<file path="src/rtl/cdc_pkg.sv">
// Shared definitions for the four-phase CDC handshake transmitter.
// Holds the FSM state encoding, default timeout and counter sizing helper.
package cdc_pkg;

    typedef enum logic [1:0] {
        ST_IDLE    = 2'd0,
        ST_REQ     = 2'd1,
        ST_RELEASE = 2'd2,
        ST_ERROR   = 2'd3
    } state_t;

    localparam int TIMEOUT_DEFAULT = 1024;

    // Counter must be able to hold the value TIMEOUT itself (saturation point).
    function automatic int cnt_width(input int limit);
        return (limit < 2) ? 1 : $clog2(limit + 1);
    endfunction

endpackage

</file>
<file path="src/rtl/synchronizer.sv">
// Two-flop synchronizer for bringing an asynchronous level into clk.
// Flops carry no reset; they rely on the device powering up to zero.
module synchronizer #(
    parameter int WIDTH = 1
) (
    input  logic             clk,
    input  logic [WIDTH-1:0] d,
    output logic [WIDTH-1:0] q
);

    logic [WIDTH-1:0] sync_p0;
    logic [WIDTH-1:0] sync_p1;

    // p0: metastability capture, p1: settled copy
    always_ff @(posedge clk) begin
        sync_p0 <= d;
        sync_p1 <= sync_p0;
    end

    assign q = sync_p1;

endmodule

</file>
<file path="src/rtl/cdc_handshake_tx.sv">
// Source side of a four-phase req/ack handshake carrying one WIDTH-bit word
// per transfer, with a timeout that parks the block in ERROR until cleared.
module cdc_handshake_tx
    import cdc_pkg::*;
#(
    parameter int WIDTH   = 8,
    parameter int TIMEOUT = TIMEOUT_DEFAULT
) (
    input  logic             clk,
    input  logic             rst,
    input  logic [WIDTH-1:0] in_data,
    input  logic             in_valid,
    output logic             in_ready,
    output logic [WIDTH-1:0] data_out,
    output logic             req_out,
    input  logic             ack_in,
    output logic             xfer_done,
    output logic             err,
    input  logic             err_clr
);

    localparam int               CNT_W    = cnt_width(TIMEOUT);
    localparam logic [CNT_W-1:0] CNT_MAX  = CNT_W'(TIMEOUT);
    localparam logic [CNT_W-1:0] CNT_LAST = CNT_W'((TIMEOUT > 0) ? TIMEOUT - 1 : 0);
    localparam bit               TO_EN    = (TIMEOUT != 0);

    logic             ack_s;
    state_t           state_q;
    state_t           state_d;
    logic [WIDTH-1:0] data_d;
    logic             req_d;
    logic             done_d;
    logic             err_d;
    logic [CNT_W-1:0] cnt_q;
    logic [CNT_W-1:0] cnt_d;
    logic [CNT_W-1:0] cnt_inc;
    logic             timed_out;

    synchronizer #(.WIDTH(1)) u_ack_sync (
        .clk (clk),
        .d   (ack_in),
        .q   (ack_s)
    );

    assign in_ready  = (state_q == ST_IDLE) && !ack_s;
    assign cnt_inc   = (cnt_q == CNT_MAX) ? cnt_q : cnt_q + CNT_W'(1);
    assign timed_out = TO_EN && (cnt_q == CNT_LAST);

    // Progress on ack_s is tested before timed_out so a late ack still wins.
    always_comb begin
        state_d = state_q;
        data_d  = data_out;
        req_d   = req_out;
        done_d  = 1'b0;
        err_d   = err;
        cnt_d   = cnt_q;
        case (state_q)
            ST_IDLE: begin
                if (in_valid && in_ready) begin
                    data_d  = in_data;
                    req_d   = 1'b1;
                    cnt_d   = '0;
                    state_d = ST_REQ;
                end
            end
            ST_REQ: begin
                if (ack_s) begin
                    req_d   = 1'b0;
                    cnt_d   = '0;
                    state_d = ST_RELEASE;
                end else if (timed_out) begin
                    req_d   = 1'b0;
                    err_d   = 1'b1;
                    state_d = ST_ERROR;
                end else begin
                    cnt_d = cnt_inc;
                end
            end
            ST_RELEASE: begin
                if (!ack_s) begin
                    done_d  = 1'b1;
                    state_d = ST_IDLE;
                end else if (timed_out) begin
                    err_d   = 1'b1;
                    state_d = ST_ERROR;
                end else begin
                    cnt_d = cnt_inc;
                end
            end
            ST_ERROR: begin
                req_d = 1'b0;
                if (err_clr && !ack_s) begin
                    err_d   = 1'b0;
                    state_d = ST_IDLE;
                end
            end
            default: begin
                req_d   = 1'b0;
                state_d = ST_IDLE;
            end
        endcase
    end

    always_ff @(posedge clk) begin
        if (rst) begin
            state_q   <= ST_IDLE;
            data_out  <= '0;
            req_out   <= 1'b0;
            xfer_done <= 1'b0;
            err       <= 1'b0;
            cnt_q     <= '0;
        end else begin
            state_q   <= state_d;
            data_out  <= data_d;
            req_out   <= req_d;
            xfer_done <= done_d;
            err       <= err_d;
            cnt_q     <= cnt_d;
        end
    end

endmodule

</file>
<file path="config.mk">
export PLATFORM = sky130hd
export DESIGN_NAME = cdc_handshake_tx
export DESIGN_NICKNAME = d
export VERILOG_FILES = /design/src/rtl/cdc_pkg.sv /design/src/rtl/synchronizer.sv /design/src/rtl/cdc_handshake_tx.sv
export SDC_FILE = /design/constraint.sdc
export NUM_CORES = 1
export LEC_CHECK = 0
export BUFFER_PORTS_ARGS = -buffer_cell sky130_fd_sc_hd__buf_2
export CAP_MARGIN = 40
export CORE_ASPECT_RATIO = 0.5
export CORE_UTILIZATION = 55
export CTS_CLUSTER_SIZE = 28
export DETAILED_ROUTE_END_ITERATION = 8
export GPL_TIMING_DRIVEN = 0
export PLACE_DENSITY = 0.78
export SYNTH_ARGS = -nofsm -noshare
export SYNTH_HDL_FRONTEND = slang
export SYNTH_HIERARCHICAL = 1
export SYNTH_SLANG_ARGS = --single-unit
</file>
<file path="constraint.sdc">
create_clock -name clk -period 2.48 [get_ports clk]
set_clock_uncertainty 0.15 [all_clocks]
set_input_delay 0.372 -clock clk [delete_from_list [all_inputs] [get_ports clk]]
set_output_delay 0.372 -clock clk [all_outputs]
set_load 0.05 [all_outputs]
</file>
==> results of run 1 <==
-- power breakdown --
| group | internal (mW) | total, mW | switching, mW |
|---|---|---|---|
| clock | 0.142 | 0.278 | 0.136 |
| sequential | 0.436 | 0.447 | 0.0117 |
| combinational | 0.0855 | 0.255 | 0.170 |
| total | 0.663 | 0.981 | 0.317 |
-- final timing paths --
kind	cells after the start	start	end	slack [ns]
setup / recovery	9	state_q[0]	cnt_q[7]	0.17
hold / removal	1	ack_in	u_ack_sync/sync_p0	0.05
hold reg to reg	0	u_ack_sync/sync_p0	u_ack_sync/q	0.19
setup reg to reg	9	state_q[0]	cnt_q[7]	0.17
-- layout make-up --
| class | instances | area share [%] |
|---|---|---|
| Buffer | 11 | 3.37 |
| Clock buffer | 4 | 3.23 |
| Inverter | 8 | 1.76 |
| Multi-Input combinational cell | 127 | 51.8 |
| Sequential cell | 26 | 30.5 |
| Tap cell | 35 | 2.57 |
| Timing Repair Buffer | 23 | 6.75 |
-- flip-flops by register name, summed over array words and instances, names as in the netlist --
name                flops
u_ack_sync/sync_p0      1
xfer_done               1
err                     1
u_ack_sync/q            1
cnt_q                  11
state_q                 2
req_out                 1
data_out                8
-- Yosys cell counts, drive strengths merged, types with 6 or more instances --
cell	number
ha	7
nor2b	6
mux2i	9
dfxtp	26
a21oi	7
nand2	6
clkbuf	7
o21ai	6
inv	8
nor2	15
a211oi	6
o211ai	6
nand3	8
-- cells in the final DEF, fill, tap and decap left out, types with 2 or more instances in the layout --
| cell | synthesis | layout |
|---|---|---|
| o21ai_0 | 6 | 6 |
| and2_1 | 3 | 3 |
| o211ai_1 | 6 | 6 |
| ha_1 | 7 | 7 |
| and3_1 | 3 | 3 |
| a21oi_1 | 7 | 7 |
| clkbuf_8 | 0 | 4 |
| a21o_1 | 3 | 3 |
| a31oi_1 | 4 | 4 |
| clkbuf_1 | 7 | 7 |
| buf_2 | 1 | 24 |
| nand2b_1 | 5 | 5 |
| a211oi_1 | 6 | 6 |
| nand4_1 | 4 | 4 |
| a41oi_1 | 4 | 4 |
| nor2_1 | 15 | 15 |
| nor2b_1 | 6 | 6 |
| mux2i_1 | 9 | 9 |
| buf_6 | 2 | 2 |
| nor3b_1 | 2 | 2 |
| dfxtp_1 | 26 | 26 |
| inv_1 | 8 | 8 |
| nand2_1 | 6 | 6 |
| nand3_1 | 8 | 8 |
| and4_1 | 3 | 3 |
-- per-stage QoR --
| stage | utilization, % | hold slack (ns) | power (mW) | area, sq um |
|---|---|---|---|---|
| finish | 71.4 | 0.0458 | 0.981 | 1710 |
| CTS | 71.3 | 0.0426 | 0.981 | 1700 |
| global placement | 69.0 | 0.164 | 0.700 | 1650 |
| floorplan | - | 0.160 | 0.645 | 1490 |
| global route | 71.4 | 0.0354 | 1.02 | 1710 |
| detailed placement | 69.0 | 0.166 | 0.705 | 1650 |
-- kinds of logic (layout without fill, tap and decap cells) --
group,after synthesis,in the layout
adders and majority gates,7,7
muxes,9,9
and+or+nand+nor,63,63
DFF,26,26
buffers and inverters,19,46
AOI/OAI and AO/OA,48,48
-- critical path, cell delays in order (launching register included) --
cell       delay [ns]
dfxtp_1          0.37
inv_1            0.10
ha_1             0.21
buf_6            0.14
and3b_1          0.17
buf_6            0.15
or3_1            0.36
buf_2            0.21
a41oi_1          0.24
a2111oi_2        0.08
-- repair_timing --
item | 4_1_cts | 5_1_grt
endpoints found under the setup margin | 0 | 1
resized for setup | 0 | 1
endpoints found under the hold margin | 0 | 0
-- layer usage --
layer  vias up  share of wire, %
li1        696                 -
met2        83                44
met4         0              0.86
met1       680                46
met5         -                 0
met3         6               9.5
==> results.yml, run 1 <==
run_status:
  status: "finished, final reports clean"
logic_synthesis:
  yosysWarnings: 6
  yosysTopAreaCell: "dfxtp_1"
  synth.area.top_cells: "dfxtp_1 (35%), mux2i_1 (6.1%), ha_1 (5.9%), nor2_1 (3.8%), a211oi_1 (3.0%)"
  yosys.area_share.simple_pct: 24.0
  synthArstFlopShare_pct: 0
  synthMuxAreaShare_pct: 6.06
  synth_top_area_share_pct: 35.0
  syn_inst: 172
  synth_edf_count: 0
  synth_compound_area_share_pct: 23.2
  ys_ff_latch: 26
  synth_area_sq_um: 1490
  synth_nets: 192
  synth_xor_area_share_pct: 0
  ys_seq_area_share_pct: 35.0
  synth_flop_cell: "dfxtp_1"
  avgSynthCellArea_sq_um: 8.65
  yosys.area_share.adder_pct: 5.89
  synth_top_family_by_area: "simple AND/OR/NAND/NOR gates"
  yosysUniqueCellTypes: 45
placement:
  hpwl_um: 2550
  pre_cts_slack_ns: 0.162
  io_buffers: 23
  dp_cells: 230
  gp_congestion: 0.875
critical_path:
  end_kind: "flop"
  worstPathRequired_ns: 2.47
  crit_fanout: 10
  start_kind: "flop"
  crit_type: "reg -> reg"
  cp_data_arrival_time_ns: 2.31
clock_tree:
  insertion_delay_ns: 0.27
  clockBufferDepth: 2
  cts_buffers: 3
  cts_tree: "built"
  cts_root_buf: "clkbuf_8"
  cts_setup_buffers: 0
  hold_buffers: 0
  h-tree-depth: 1
  cts.reportedPaths.clkPinSlew_ns: 0.09
  cts_sinks: 26
routing:
  vias: 1465
  ant_nets: 0
  route.detailed.drc: 0
  wl_per_cell_um: 15.3
  routed_wirelength_um: 3580
  first_iter_violations: 189
  first_pass_iters: 5
  vias_per_cell: 6.26
sta:
  setup_viol: 0
  fin_setup_tns_ns: 0
  fin_crit_ns: 2.31
  hold_viol_final: 0
  fmax_ghz: 0.432
  rsz0062_at_grt: "no"
  tightest_slew_ns: 0.623
  layout_setup_ws_ns: 0.165
  fin_crit_sh_pct: 93.3
  relSlewSlack_pct: 58.5
  maxSlewViolCount: 0
grt:
  grt_start_max_net_pins: 15
  grt.overflow.total: 0
  grt_most_used_layer: "met2"
  grt_pass1_wl_um: 5820
  gr-usage-all-layers_pct: 27.3
  antenna_found_initial: 0
  grt_use_met3_pct: 6.77
  met2_usage_pct: 44.4
  grt_use_met1_pct: 37.3
  grt_pass1_vias: 1245
power:
  p_per_area_nw_per_um2: 575
  p_leak_nw: 0.677
  ir_drop_mv: 0.405
cells_and_area:
  n_antenna_cell: 0
  drive_gt1_share_pct: 17.6
  register_area_sq_um: 520
  fill_cells: 201
  nets: 220
  fin_cells: 234
  area_delta_synth_final_pct: 14.6
  multi_input_area_sq_um: 883
floorplan:
  row_count: 12
  initial_utilization_pct: 62.3
  chipWidth_um: 75.6
  coreArea_sq_um: 2390
  pin_count: 25
  die_h_um: 38.8
  die_area_sq_um: 2930
flow_run:
  cap_violations: 0
worst_hold_path:
  hold_class: "in -> reg"
Power figures use the tool's default switching activity.
==> run 2, diff against run 1 <==
Settings changed: BUFFER_PORTS_ARGS -buffer_cell sky130_fd_sc_hd__buf_2 to not set, DONT_BUFFER_PORTS set to 1, PLACE_DENSITY 0.78 to 0.7.
==> run 2 against run 1 <==
Final area fell by 4.3%; register-to-register slack improved by 0.02 ns; setup slack improved by 0.019 ns; sequential power rose by 10%; via count fell by 7.6%; combinational power fell by 26%; utilization fell by 3.1 points; highest routed layer unchanged; clock power rose by 27%; final cell count fell by 9.0%.
==> results.yml, run 2 (synthesis gave the netlist of run 1 again) <==
floorplan:
  row_count: 12
  pin_count: 25
  die_area_sq_um: 2930
  chipWidth_um: 75.6
  die_h_um: 38.8
  initial_utilization_pct: 62.3
  coreArea_sq_um: 2390
clock_tree:
  cts_buffers: 3
  clockBufferDepth: 2
  cts.reportedPaths.clkPinSlew_ns: 0.09
  h-tree-depth: 1
  cts_tree: "built"
  cts_sinks: 26
  cts_setup_buffers: 0
  insertion_delay_ns: 0.27
  cts_root_buf: "clkbuf_8"
cells_and_area:
  fill_cells: 203
  largest_reg_flops: 11
  fin_cells: 213
  multi_input_area_sq_um: 891
  drive_gt1_share_pct: 7.87
  largest_register: "cnt_q"
  area_delta_synth_final_pct: 9.67
  final_cell_mix: "dfxtp_1 (26), nor2_1 (15), mux2i_1 (9)"
  register_area_sq_um: 520
  n_antenna_cell: 0
  layout_commonest_cell: "dfxtp_1"
  stdcell_area_sq_um: 1630
  fin_util_pct: 68.3
  nets: 199
  reg.largest.list: "cnt_q x11, data_out x8, state_q x2"
routing:
  vias: 1353
  routed_wirelength_um: 3390
  route.detailed.drc: 0
  first_pass_iters: 4
  first_iter_violations: 105
  vias_per_cell: 6.35
  ant_nets: 0
  wl_per_cell_um: 15.9
power:
  ir_drop_mv: 0.440
  p_per_area_nw_per_um2: 632
  p_leak_nw: 0.587
critical_path:
  crit_chain: "inv_1, ha_1, buf_6, and3b_1, buf_6, or3_1, buf_2, a41oi_1, a211oi_1"
  cp_data_arrival_time_ns: 2.30
  crit_path_max_incr_delay_ns: 0.37
  crit_type: "reg -> reg"
  cp_common_cell: "buf_6"
  crit_fanout: 10
  worstPathRequired_ns: 2.48
  start_kind: "flop"
  crit_slowest_cell: "dfxtp_1"
  end_kind: "flop"
sta:
  fin_crit_sh_pct: 92.6
  fin_setup_tns_ns: 0
  rsz0062_at_grt: "no"
  relSlewSlack_pct: 62.4
  tightest_slew_ns: 0.564
  maxSlewViolCount: 0
  hold_slack_ns: 0.102
  setup_viol: 0
  fin_crit_ns: 2.30
  fmax_ghz: 0.436
  hold_viol_final: 0
placement:
  dp_cells: 208
  gp_congestion: 0.852
  hpwl_um: 2440
  io_buffers: 0
  placed_area_sq_um: 1540
grt:
  antenna_found_initial: 0
  grt_use_met3_pct: 8.33
  grt_pass1_vias: 1217
  grt_start_max_net_pins: 16
  met2_usage_pct: 42.4
  grt_most_used_layer: "met2"
  gr-usage-all-layers_pct: 26.0
  grt_use_met1_pct: 35.4
  grt.overflow.total: 0
  grt_pass1_wl_um: 5490
worst_hold_path:
  hold_class: "in -> reg"
flow_run:
  cap_violations: 0
run_status:
  status: "finished, final reports clean"
[run 2: layout make-up]
cell class              instances  share of cell area, %
plain buffers                  11                   3.53
clock buffers                   3                   2.53
flip-flops and latches         26                   31.9
well taps                      35                   2.68
clock inverters                 1                   1.84
repair buffers                  2                   1.07
inverters                       8                   1.84
multi-input cells             127                   54.6
[run 2: path summary, 6_finish.rpt]
kind                      start            to  slack [ns]  cells past startpoint
max reg2reg          state_q[0]      cnt_q[9]        0.18                      9
max                  state_q[0]      cnt_q[9]        0.18                      9
min reg2reg  u_ack_sync/sync_p0  u_ack_sync/q        0.18                      0
min                  in_data[6]   data_out[6]        0.10                      2
[run 2: per-stage QoR]
step	power, mW	worst slack, ns
3_3_place_gp	0.680	0.192
2_1_floorplan	0.645	0.356
3_5_place_dp	0.684	0.169
6_report	1.03	0.185
5_1_grt	1.07	0.00202
4_1_cts	1.03	0.153
[run 2: worst max-delay path, delay by kind of cell (launching register included)]
family,cells,cell delay (ns)
DFF,1,0.37
adders and majority gates,1,0.21
AOI/OAI and AO/OA,2,0.31
buffers and inverters,4,0.60
and+or+nand+nor,2,0.54
[run 2: power breakdown]
group	leakage, nW	internal (mW)	switching [mW]
clock	0.0357	0.216	0.136
combinational	0.340	0.0741	0.114
sequential	0.212	0.436	0.0560
total	0.587	0.726	0.306
[run 2: per-layer routing]
| layer | wire [um] | vias to the layer above |
|---|---|---|
| li1 | - | 655 |
| met3 | 275 | 2 |
| met4 | 17 | 0 |
| met1 | 1580 | 632 |
| met2 | 1520 | 64 |
| met5 | 0 | - |
[run 2: timing repair]
action	4_1_cts	5_1_grt
endpoints found under the hold margin	1	0
hold buffers	1	0
setup endpoints to repair	0	7
resized for setup	0	2
==> run 3, diff against run 2 <==
Settings changed: REMOVE_ABC_BUFFERS set to 1.
==> run 3 against run 2 <==
Non-clock buffer count down 7; hold slack worse by 0.090 ns; critical path depth down 3; total power down 0.44%; routed wire length down 3.3%; critical path type unchanged; highest routed layer unchanged.
==> results.yml, run 3 (synthesis gave the netlist of run 1 again) <==
placement:
  io_buffers: 0
  hpwl_um: 2240
  gp_congestion: 0.854
clock_tree:
  cts_buffers: 3
  cts.reportedPaths.clkPinSlew_ns: 0.09
  cts_setup_buffers: 0
  h-tree-depth: 1
  cts_tree: "built"
  insertion_delay_ns: 0.28
  cts_root_buf: "clkbuf_8"
  clockBufferDepth: 2
  cts_sinks: 26
critical_path:
  crit_fanout: 11
  start_kind: "flop"
  crit_path_max_incr_delay_ns: 0.46
  worstPathRequired_ns: 2.51
  cp_data_arrival_time_ns: 2.29
  crit_type: "reg -> reg"
  crit_chain: "inv_1, ha_1, and3b_4, or3_4, and4_4, a2111oi_2"
  end_kind: "flop"
  cpLargestDelayFamily: "simple AND/OR/NAND/NOR gates"
  critPathBufInv: 1
  crit_slowest_cell: "or3_4"
cells_and_area:
  final_cell_mix: "dfxtp_1 (26), nor2_1 (15), mux2i_1 (9)"
  drive_gt1_share_pct: 7.60
  largest_register: "cnt_q"
  nets: 192
  n_antenna_cell: 0
  reg.largest.list: "cnt_q x11, data_out x8, state_q x2"
  largest_reg_flops: 11
  layout_commonest_cell: "dfxtp_1"
  area_delta_synth_final_pct: 8.41
floorplan:
  coreArea_sq_um: 2390
  pin_count: 25
  die_area_sq_um: 2930
  die_h_um: 38.8
  row_count: 12
  chipWidth_um: 75.6
  initial_utilization_pct: 62.3
grt:
  grt_pass1_vias: 1056
  grt_pass1_wl_um: 4890
  antenna_found_initial: 0
  gr-usage-all-layers_pct: 23.4
  grt_start_max_net_pins: 17
  grt.overflow.total: 0
routing:
  first_iter_violations: 64
  wl_per_cell_um: 15.9
  first_pass_iters: 4
  route.detailed.drc: 0
  vias_per_cell: 6.18
  routed_wirelength_um: 3280
  ant_nets: 0
  vias: 1273
power:
  power.total_mw: 1.03
  ir_drop_mv: 0.404
  p_leak_nw: 0.574
  p_per_area_nw_per_um2: 637
sta:
  tightest_slew_ns: 0.552
  fin_setup_tns_ns: 0
  relSlewSlack_pct: 63.2
  maxSlewViolCount: 0
  hold_slack_ns: 0.0117
  fin_crit_ns: 2.26
  fin_crit_sh_pct: 91.2
  rsz0062_at_grt: "no"
  fmax_ghz: 0.442
  hold_viol_final: 0
  setup_viol: 0
run_status:
  status: "finished, final reports clean"
flow_run:
  cap_violations: 0
worst_hold_path:
  hold_class: "in -> reg"
==> run 3: final timing paths <==
check,startpoint,depth (start not counted),endpoint,slack [ns]
hold / removal,rst,1,cnt_q[8],0.01
hold reg to reg,u_ack_sync/sync_p0,0,u_ack_sync/q,0.19
setup / recovery,state_q[0],6,cnt_q[7],0.22
setup reg to reg,state_q[0],6,cnt_q[7],0.22
==> run 3: report_power, final <==
part | leakage, nW | total, mW | internal [mW] | switching (mW)
combinational | 0.327 | 0.176 | 0.0690 | 0.107
clock | 0.0357 | 0.357 | 0.216 | 0.141
sequential | 0.212 | 0.494 | 0.436 | 0.0581
==> run 3: final cells by class <==
type / count / area, sq um
clock buffer: 3 / 41.3
clock inverter: 1 / 30.0
fill: 215 / 774
inverter: 8 / 30.0
multi-input combinational: 127 / 892
sequential: 26 / 520
tap: 35 / 43.8
timing repair buffer: 6 / 55.1
==> run 3: metrics by stage <==
| step | utilization, % | setup WS, ns | instances | area (sq um) |
|---|---|---|---|---|
| after floorplan | - | 0.219 | 161 | 1430 |
| after detailed placement | 62.4 | -0.114 | 198 | 1490 |
| final | 67.6 | 0.218 | 206 | 1610 |
| after global routing | 67.6 | 0.0701 | 206 | 1610 |
| after global placement | 61.7 | -0.199 | 196 | 1470 |
| after CTS | 66.5 | 0.0817 | 204 | 1590 |
==> run 3: what timing repair did <==
item	4_1_cts	5_1_grt
hold buffers	2	2
setup endpoints to repair	1	3
pin swaps	0	0
gates resized for setup	2	3
hold endpoints to repair	12	5
cloned	0	0
==> run 3: metal layers <==
| layer | vias up | global-route usage (%) | part of all wire, % |
|---|---|---|---|
| met5 | - | 0 | 0 |
| met4 | 0 | 4.17 | 0.64 |
| met3 | 6 | 7.29 | 5.9 |
| met2 | 40 | 35.7 | 41 |
| met1 | 585 | 32.7 | 53 |
| li1 | 642 | - | - |
